$ cat config.mk
export PLATFORM = sky130hd
export DESIGN_NAME = regfile_dump_sequencer
export DESIGN_NICKNAME = d
export VERILOG_FILES = /design/src/rtl/regfile_dump_sequencer_pkg.sv /design/src/rtl/regfile_dump_sequencer_serializer.sv /design/src/rtl/regfile_dump_sequencer.sv
export SDC_FILE = /design/constraint.sdc
export NUM_CORES = 1
export LEC_CHECK = 0
export CORE_MARGIN = 2
export CORE_UTILIZATION = 39
export DETAILED_ROUTE_END_ITERATION = 12
export SLEW_MARGIN = 30
export SYNTH_ARGS = -nofsm -noshare
export SYNTH_HDL_FRONTEND = slang
export SYNTH_SLANG_ARGS = --single-unit
$ cat constraint.sdc
create_clock -name clk -period 1.9 [get_ports clk]
set_input_delay 0.285 -clock clk [delete_from_list [all_inputs] [get_ports clk]]
set_output_delay 0.285 -clock clk [all_outputs]
set_load 0.01 [all_outputs]
$ cat src/rtl/regfile_dump_sequencer_pkg.sv
// -----------------------------------------------------------------------------
// regfile_dump_sequencer_pkg
// Shared definitions for the register-file dump sequencer:
//   - state_t        : FSM state encodings (IDLE, LOAD, SEND, NEXT, CSUM, DONE)
//   - BYTE_W         : width of one streamed byte
//   - bytes_per_word : number of bytes in a register word (DATA_W / 8)
//   - count_width    : width of a counter able to index n items (min 1 bit)
// -----------------------------------------------------------------------------
package regfile_dump_sequencer_pkg;

   localparam int unsigned BYTE_W = 8;

   typedef enum logic [2:0] {
      ST_IDLE = 3'd0,
      ST_LOAD = 3'd1,
      ST_SEND = 3'd2,
      ST_NEXT = 3'd3,
      ST_CSUM = 3'd4,
      ST_DONE = 3'd5
   } state_t;

   function automatic int unsigned bytes_per_word(input int unsigned data_w);
      return data_w / BYTE_W;
   endfunction

   function automatic int unsigned count_width(input int unsigned n);
      return (n > 1) ? $clog2(n) : 1;
   endfunction

endpackage

$ cat src/rtl/regfile_dump_sequencer_serializer.sv
// -----------------------------------------------------------------------------
// word_byte_serializer
// Holds one captured register word and presents it byte by byte on a
// valid/ready interface. Once tx_valid is raised, tx_valid and tx_data hold
// until the byte is accepted.
//
// Ports:
//   clk, reset   : clock, synchronous active-high reset
//   capture      : load word into the shift register, clear byte counter
//   word         : register word to serialise
//   send_en      : present the next byte of the captured word when idle
//   more         : after the current transfer, continue with the next byte
//                  (ignored on the last byte)
//   inject_en    : present inject_byte when idle (used for the checksum byte)
//   inject_byte  : extra byte to present
//   tx_ready     : downstream accepts the byte
//   tx_data      : byte presented downstream
//   tx_valid     : tx_data valid
//   xfer         : tx_valid & tx_ready this cycle
//   last_byte    : the byte currently presented is the last of the word
// -----------------------------------------------------------------------------
module word_byte_serializer
   import regfile_dump_sequencer_pkg::*;
#(
   parameter int unsigned DATA_W    = 32,
   parameter bit          MSB_FIRST = 1'b1
) (
   input  logic              clk,
   input  logic              reset,
   input  logic              capture,
   input  logic [DATA_W-1:0] word,
   input  logic              send_en,
   input  logic              more,
   input  logic              inject_en,
   input  logic [7:0]        inject_byte,
   input  logic              tx_ready,
   output logic [7:0]        tx_data,
   output logic              tx_valid,
   output logic              xfer,
   output logic              last_byte
);

   localparam int unsigned BPW   = bytes_per_word(DATA_W);
   localparam int unsigned CNT_W = count_width(BPW);

   logic [DATA_W-1:0] shift_q;
   logic [DATA_W-1:0] shift_next;
   logic [CNT_W-1:0]  cnt_q;
   logic [7:0]        head_byte;

   // The byte about to be presented always sits at one fixed end of the
   // shift register; consuming it shifts the word toward that end.
   assign head_byte  = MSB_FIRST ? shift_q[DATA_W-1 -: 8] : shift_q[7:0];
   assign shift_next = MSB_FIRST ? (shift_q << 8) : (shift_q >> 8);

   assign xfer      = tx_valid & tx_ready;
   assign last_byte = (cnt_q == CNT_W'(BPW - 1));

   // NOTE: every register here is assigned with <= so all updates in this
   // block see the pre-edge values of shift_q, cnt_q and tx_valid.
   always_ff @(posedge clk) begin
      if (reset) begin
         shift_q  <= '0;
         cnt_q    <= '0;
         tx_data  <= '0;
         tx_valid <= 1'b0;
      end else begin
         if (capture) begin
            shift_q <= word;
            cnt_q   <= '0;
         end
         if (tx_valid) begin
            // Holding: nothing changes until the byte is accepted.
            if (tx_ready) begin
               cnt_q <= cnt_q + 1'b1;
               if (more && !last_byte) begin
                  tx_data <= head_byte;
                  shift_q <= shift_next;
               end else begin
                  tx_valid <= 1'b0;
               end
            end
         end else if (send_en) begin
            tx_valid <= 1'b1;
            tx_data  <= head_byte;
            shift_q  <= shift_next;
         end else if (inject_en) begin
            tx_valid <= 1'b1;
            tx_data  <= inject_byte;
         end
      end
   end

endmodule

$ cat src/rtl/regfile_dump_sequencer.sv
// -----------------------------------------------------------------------------
// regfile_dump_sequencer
// Debug-side controller that borrows one register-file read port while the
// CPU pipeline is halted, walks registers FIRST_REG..LAST_REG and streams each
// word as bytes toward the debug UART transmitter.
//
// Optional feature: define REGDUMP_CHECKSUM_EN to append one byte holding the
// XOR of all bytes sent in a completed (non-aborted) dump.
//
// Ports:
//   clk           : system clock, rising edge
//   reset         : synchronous active-high reset
//   start         : dump request pulse from the debug unit
//   halted        : pipeline halted, register file not being written
//   rf_sel        : read-port mux selects rf_read_addr (high whenever busy)
//   rf_read_addr  : register index for the read port
//   rf_read_data  : combinational read data for rf_read_addr
//   tx_data       : byte to UART TX
//   tx_valid      : tx_data valid
//   tx_ready      : UART TX accepts the byte
//   busy          : dump in progress
//   done          : one-cycle pulse when a dump ends
//   aborted       : valid with done; halted dropped mid-dump
// -----------------------------------------------------------------------------
module regfile_dump_sequencer
   import regfile_dump_sequencer_pkg::*;
#(
   parameter int unsigned ADDR_W    = 5,
   parameter int unsigned DATA_W    = 32,
   parameter int unsigned FIRST_REG = 0,
   parameter int unsigned LAST_REG  = 31,
   parameter bit          MSB_FIRST = 1'b1
) (
   input  logic              clk,
   input  logic              reset,
   input  logic              start,
   input  logic              halted,
   output logic              rf_sel,
   output logic [ADDR_W-1:0] rf_read_addr,
   input  logic [DATA_W-1:0] rf_read_data,
   output logic [7:0]        tx_data,
   output logic              tx_valid,
   input  logic              tx_ready,
   output logic              busy,
   output logic              done,
   output logic              aborted
);

   state_t            state_q, state_d;
   logic [ADDR_W-1:0] idx_q, idx_d;
   logic              pending_q, pending_d;
   logic              abort_req_q, abort_req_d;
   logic              aborted_q, aborted_d;

   logic              capture;
   logic              send_en;
   logic              more;
   logic              inject_en;
   logic [7:0]        inject_byte;
   logic              xfer;
   logic              last_byte;

   // NOTE: every signal written here gets its default first, so no path
   // through the case statement can leave one unassigned and infer a latch.
   always_comb begin
      state_d     = state_q;
      idx_d       = idx_q;
      pending_d   = pending_q;
      abort_req_d = abort_req_q;
      aborted_d   = aborted_q;
      capture     = 1'b0;

      // A request arriving in DONE is kept too: the block is back in IDLE
      // on the very next edge.
      if (start && (state_q == ST_IDLE || state_q == ST_DONE)) begin
         pending_d = 1'b1;
      end

      case (state_q)
         ST_IDLE: begin
            if ((start || pending_q) && halted) begin
               state_d     = ST_LOAD;
               idx_d       = ADDR_W'(FIRST_REG);
               pending_d   = 1'b0;
               abort_req_d = 1'b0;
               aborted_d   = 1'b0;
            end
         end
         ST_LOAD: begin
            if (!halted) begin
               state_d   = ST_DONE;
               aborted_d = 1'b1;
            end else begin
               capture = 1'b1;
               state_d = ST_SEND;
            end
         end
         ST_SEND: begin
            if (!tx_valid) begin
               // No byte in flight yet, so an abort can take effect at once.
               if (!halted) begin
                  state_d   = ST_DONE;
                  aborted_d = 1'b1;
               end
            end else if (xfer) begin
               if (abort_req_q || !halted) begin
                  state_d   = ST_DONE;
                  aborted_d = 1'b1;
               end else if (last_byte) begin
                  state_d = ST_NEXT;
               end
            end else if (!halted) begin
               // Stalled byte must still complete; remember the abort.
               abort_req_d = 1'b1;
            end
         end
         ST_NEXT: begin
            if (!halted) begin
               state_d   = ST_DONE;
               aborted_d = 1'b1;
            end else if (idx_q == ADDR_W'(LAST_REG)) begin
`ifdef REGDUMP_CHECKSUM_EN
               state_d = ST_CSUM;
`else
               state_d = ST_DONE;
`endif
            end else begin
               // Compare before increment: idx never wraps past LAST_REG.
               idx_d   = idx_q + 1'b1;
               state_d = ST_LOAD;
            end
         end
`ifdef REGDUMP_CHECKSUM_EN
         ST_CSUM: begin
            // All data bytes are out; the checksum byte always completes.
            if (xfer) begin
               state_d = ST_DONE;
            end
         end
`endif
         ST_DONE: begin
            state_d = ST_IDLE;
         end
         default: begin
            state_d = ST_IDLE;
         end
      endcase
   end

   always_ff @(posedge clk) begin
      if (reset) begin
         state_q     <= ST_IDLE;
         idx_q       <= ADDR_W'(FIRST_REG);
         pending_q   <= 1'b0;
         abort_req_q <= 1'b0;
         aborted_q   <= 1'b0;
      end else begin
         state_q     <= state_d;
         idx_q       <= idx_d;
         pending_q   <= pending_d;
         abort_req_q <= abort_req_d;
         aborted_q   <= aborted_d;
      end
   end

   assign send_en = (state_q == ST_SEND) && halted;
   assign more    = send_en && !abort_req_q;

`ifdef REGDUMP_CHECKSUM_EN
   logic [7:0] csum_q;

   always_ff @(posedge clk) begin
      if (reset) begin
         csum_q <= '0;
      end else if (state_q == ST_IDLE && state_d == ST_LOAD) begin
         csum_q <= '0;
      end else if (state_q == ST_SEND && xfer) begin
         csum_q <= csum_q ^ tx_data;
      end
   end

   assign inject_en   = (state_q == ST_CSUM);
   assign inject_byte = csum_q;
`else
   assign inject_en   = 1'b0;
   assign inject_byte = '0;
`endif

   word_byte_serializer #(
      .DATA_W    (DATA_W),
      .MSB_FIRST (MSB_FIRST)
   ) u_serializer (
      .clk         (clk),
      .reset       (reset),
      .capture     (capture),
      .word        (rf_read_data),
      .send_en     (send_en),
      .more        (more),
      .inject_en   (inject_en),
      .inject_byte (inject_byte),
      .tx_ready    (tx_ready),
      .tx_data     (tx_data),
      .tx_valid    (tx_valid),
      .xfer        (xfer),
      .last_byte   (last_byte)
   );

   assign busy         = (state_q != ST_IDLE);
   assign rf_sel       = busy;
   assign rf_read_addr = idx_q;
   assign done         = (state_q == ST_DONE);
   assign aborted      = aborted_q && (state_q == ST_DONE);

endmodule

==> metrics.txt <==
DIE AREA 6940 µm²; drt total wl 5540 µm; post-layout util 53.9%; detailed-route wire length per cell 13.1 µm; vias in the first global route 2088; status complete, no violations; Synth Instances 293; Crit Path Max Fanout 8; Worst Hold Class reg2reg; Mapped Area 2450 µm²; Via Count 2189; fin. max-slew vios 0; most frequent cells in the layout nand2_1 (67), dfxtp_1 (52), clkdlybuf4s50_1 (50), nor2_1 (37), a311oi_1 (23); first-pass GRT wire length 9560 µm; Combinational Power Share 16.0%; antenna violations before repair 0; MaxCap Viol Count 0; sequential cell area fraction in the yosys report 44.1%; synthesis-to-layout area growth 31.6%; CTS Hold Bufs 0; Yosys top cell by area dfxtp_1; layout cells sized above 1 11.2%; Num CTS Buffers 5; DR iter-0 viols 83; post-route ant nets 0; endpoints failing setup 0; clock power share 30.9%; global-route usage over all layers 16.4%; Yosys reg bits 54; CP arrival 2.04 ns; Clock Skew 0.00536 ns; CP Data Required Time 2.14 ns; fill count 598; H-tree depth 2; switch share 25.1%; fin nets 387; Post-Syn Nets 333; drc violations 0; dpl hpwl 3950 µm; Reg area 1090 µm²; CP Capture Type flip-flop; Antenna Cells 0; PortBufs 54; Post-Route Setup TNS 0 ns; maximum vdd drop 0.439 mV; Initial Utilization 41.0%; CTS Sinks 54; commonest non-fill, non-tap cell in the layout nand2_1; die width 83.3 µm; P per Cell Area 704 nW/µm²; largest net degree at the start of global routing 37; multi-input logic area 1220 µm²; Avg Inst Size Synth 8.37 µm²; Die H 83.3 µm; Netlist cell types 40; clock latency on the worst-skew pair 0.30 ns; Worst-path clk slew 0.09 ns; io pins 55; worst slew pin tran 0.487 ns; Avg Vias per Cell 5.17; Placer Congestion 0.740; YS warnings 0; final hold viol count 0; post-synth top area share 44.1%; CTS tree yes; CTS root buf clkbuf_8; Area contributors post-synth dfxtp_1 (44%), nand2_1 (10%), a311oi_1 (8.2%); CP Class reg2reg; GR Overflow Total 0; clk buf depth 2; First-pass DRT Iterations 4; num rows 28; post-layout min period 1.80 ns; core box area 5990 µm²; RSZ-0062 raised after global routing false; internal power consumption 1700 µW; sequential share of power 53.1%; Sw Pwr 570 µW; Fmax 556 MHz; Slew Limit Headroom 67.4%; startpoint types flip-flop; post-route clock period utilization 94.7%; Leak 0.00127 µW
-- synthesized netlist by cell type, drive strengths merged --
cell	count
and4bb	1
dfxtp	54
nand2	68
and2b	2
nor3	1
buf	19
a31o	2
a21oi	20
o21ai	7
nand4b	1
nand3	6
mux2i	9
nor2b	1
a311oi	25
ha	3
nor2	37
o211ai	1
a221oi	1
o31ai	2
a2bb2oi	1
a221o	1
nand3b	1
clkbuf	3
inv	6
nor3b	3
and3	2
or3b	1
and2	2
or3	2
o2bb2ai	1
or4	2
or2	3
nand2b	5
-- layout make-up --
| class | instances | share of cell area [%] |
|---|---|---|
| inverters | 6 | 0.697 |
| multi-input cells | 211 | 37.9 |
| clock buffers | 7 | 2.98 |
| flip-flops and latches | 54 | 33.6 |
| repair buffers | 69 | 21.6 |
| clock inverters | 1 | 0.271 |
| well taps | 75 | 2.91 |
-- registers in the layout, summed over array words and instances, names as in the netlist --
| name | count |
|---|---|
| abort_req_q | 1 |
| u_serializer.cnt_q | 2 |
| pending_q | 1 |
| u_serializer.tx_valid | 1 |
| u_serializer.tx_data | 8 |
| rf_read_addr | 5 |
| aborted_q | 1 |
| state_q | 3 |
| u_serializer.shift_q | 32 |
-- per-stage QoR --
| stage | total power (µW) | cells | instance area, µm² | hold WS (ns) | worst slack [ns] |
|---|---|---|---|---|---|
| 4_1_cts | 2310 | 423 | 3210 | 0.463 | 0.00448 |
| 5_1_grt | 2390 | 423 | 3230 | 0.496 | 0.00883 |
| 2_1_floorplan | 1430 | 293 | 2450 | 0.421 | 0.121 |
| 3_3_place_gp | 1590 | 414 | 3090 | 0.445 | 0.0626 |
| 6_report | 2270 | 423 | 3230 | 0.463 | 0.101 |
| 3_5_place_dp | 1590 | 414 | 3090 | 0.449 | 0.0315 |
-- metal layers --
metal | up-vias | wire length [µm] | global-route usage [%]
met5 | - | 0 | 0
met4 | 0 | 27 | 4.62
met3 | 2 | 218 | 3.78
met2 | 50 | 2430 | 25.0
met1 | 1010 | 2860 | 23.3
li1 | 1127 | - | -
-- power by group through the flow --
stage / combinational [µW] / clock, µW / sequential (µW)
after floorplan: 205 / 0 / 1230
after global placement: 357 / 0 / 1230
after detailed placement: 357 / 0 / 1240
after CTS: 365 / 732 / 1210
after global routing: 403 / 776 / 1210
final: 364 / 702 / 1210
-- worst paths after layout --
check	cells past startpoint	slack (ns)	startpoint	end
hold reg to reg	2	0.46	u_serializer.shift_q[5]	u_serializer.shift_q[5]
setup reg to reg	6	0.10	rf_read_addr[1]	rf_read_addr[3]
hold / removal	2	0.46	u_serializer.shift_q[5]	u_serializer.shift_q[5]
setup / recovery	6	0.10	rf_read_addr[1]	rf_read_addr[3]
-- critical path, cell delays in order, from the launching register on --
cell,delay (ns)
dfxtp_1,0.34
ha_1,0.20
and3_1,0.19
ha_2,0.20
a2bb2oi_4,0.19
or4_1,0.48
a21oi_1,0.14
-- what timing repair did --
item | CTS | global route
gates cloned | 0 | 0
resized for setup | 5 | 5
setup endpoints to repair | 4 | 4
buffers inserted | 1 | 0
-- cell families after synthesis --
kind of cell / count (synthesis) / share of synthesized area, %
adders and majority gates: 3 / 1.53
AOI/OAI and AO/OA: 61 / 18.5
and+or+nand+nor: 138 / 25.2
muxes: 9 / 3.67
DFF: 54 / 44.1
buffers and inverters: 28 / 7.09
Power figures use the tool's default switching activity.
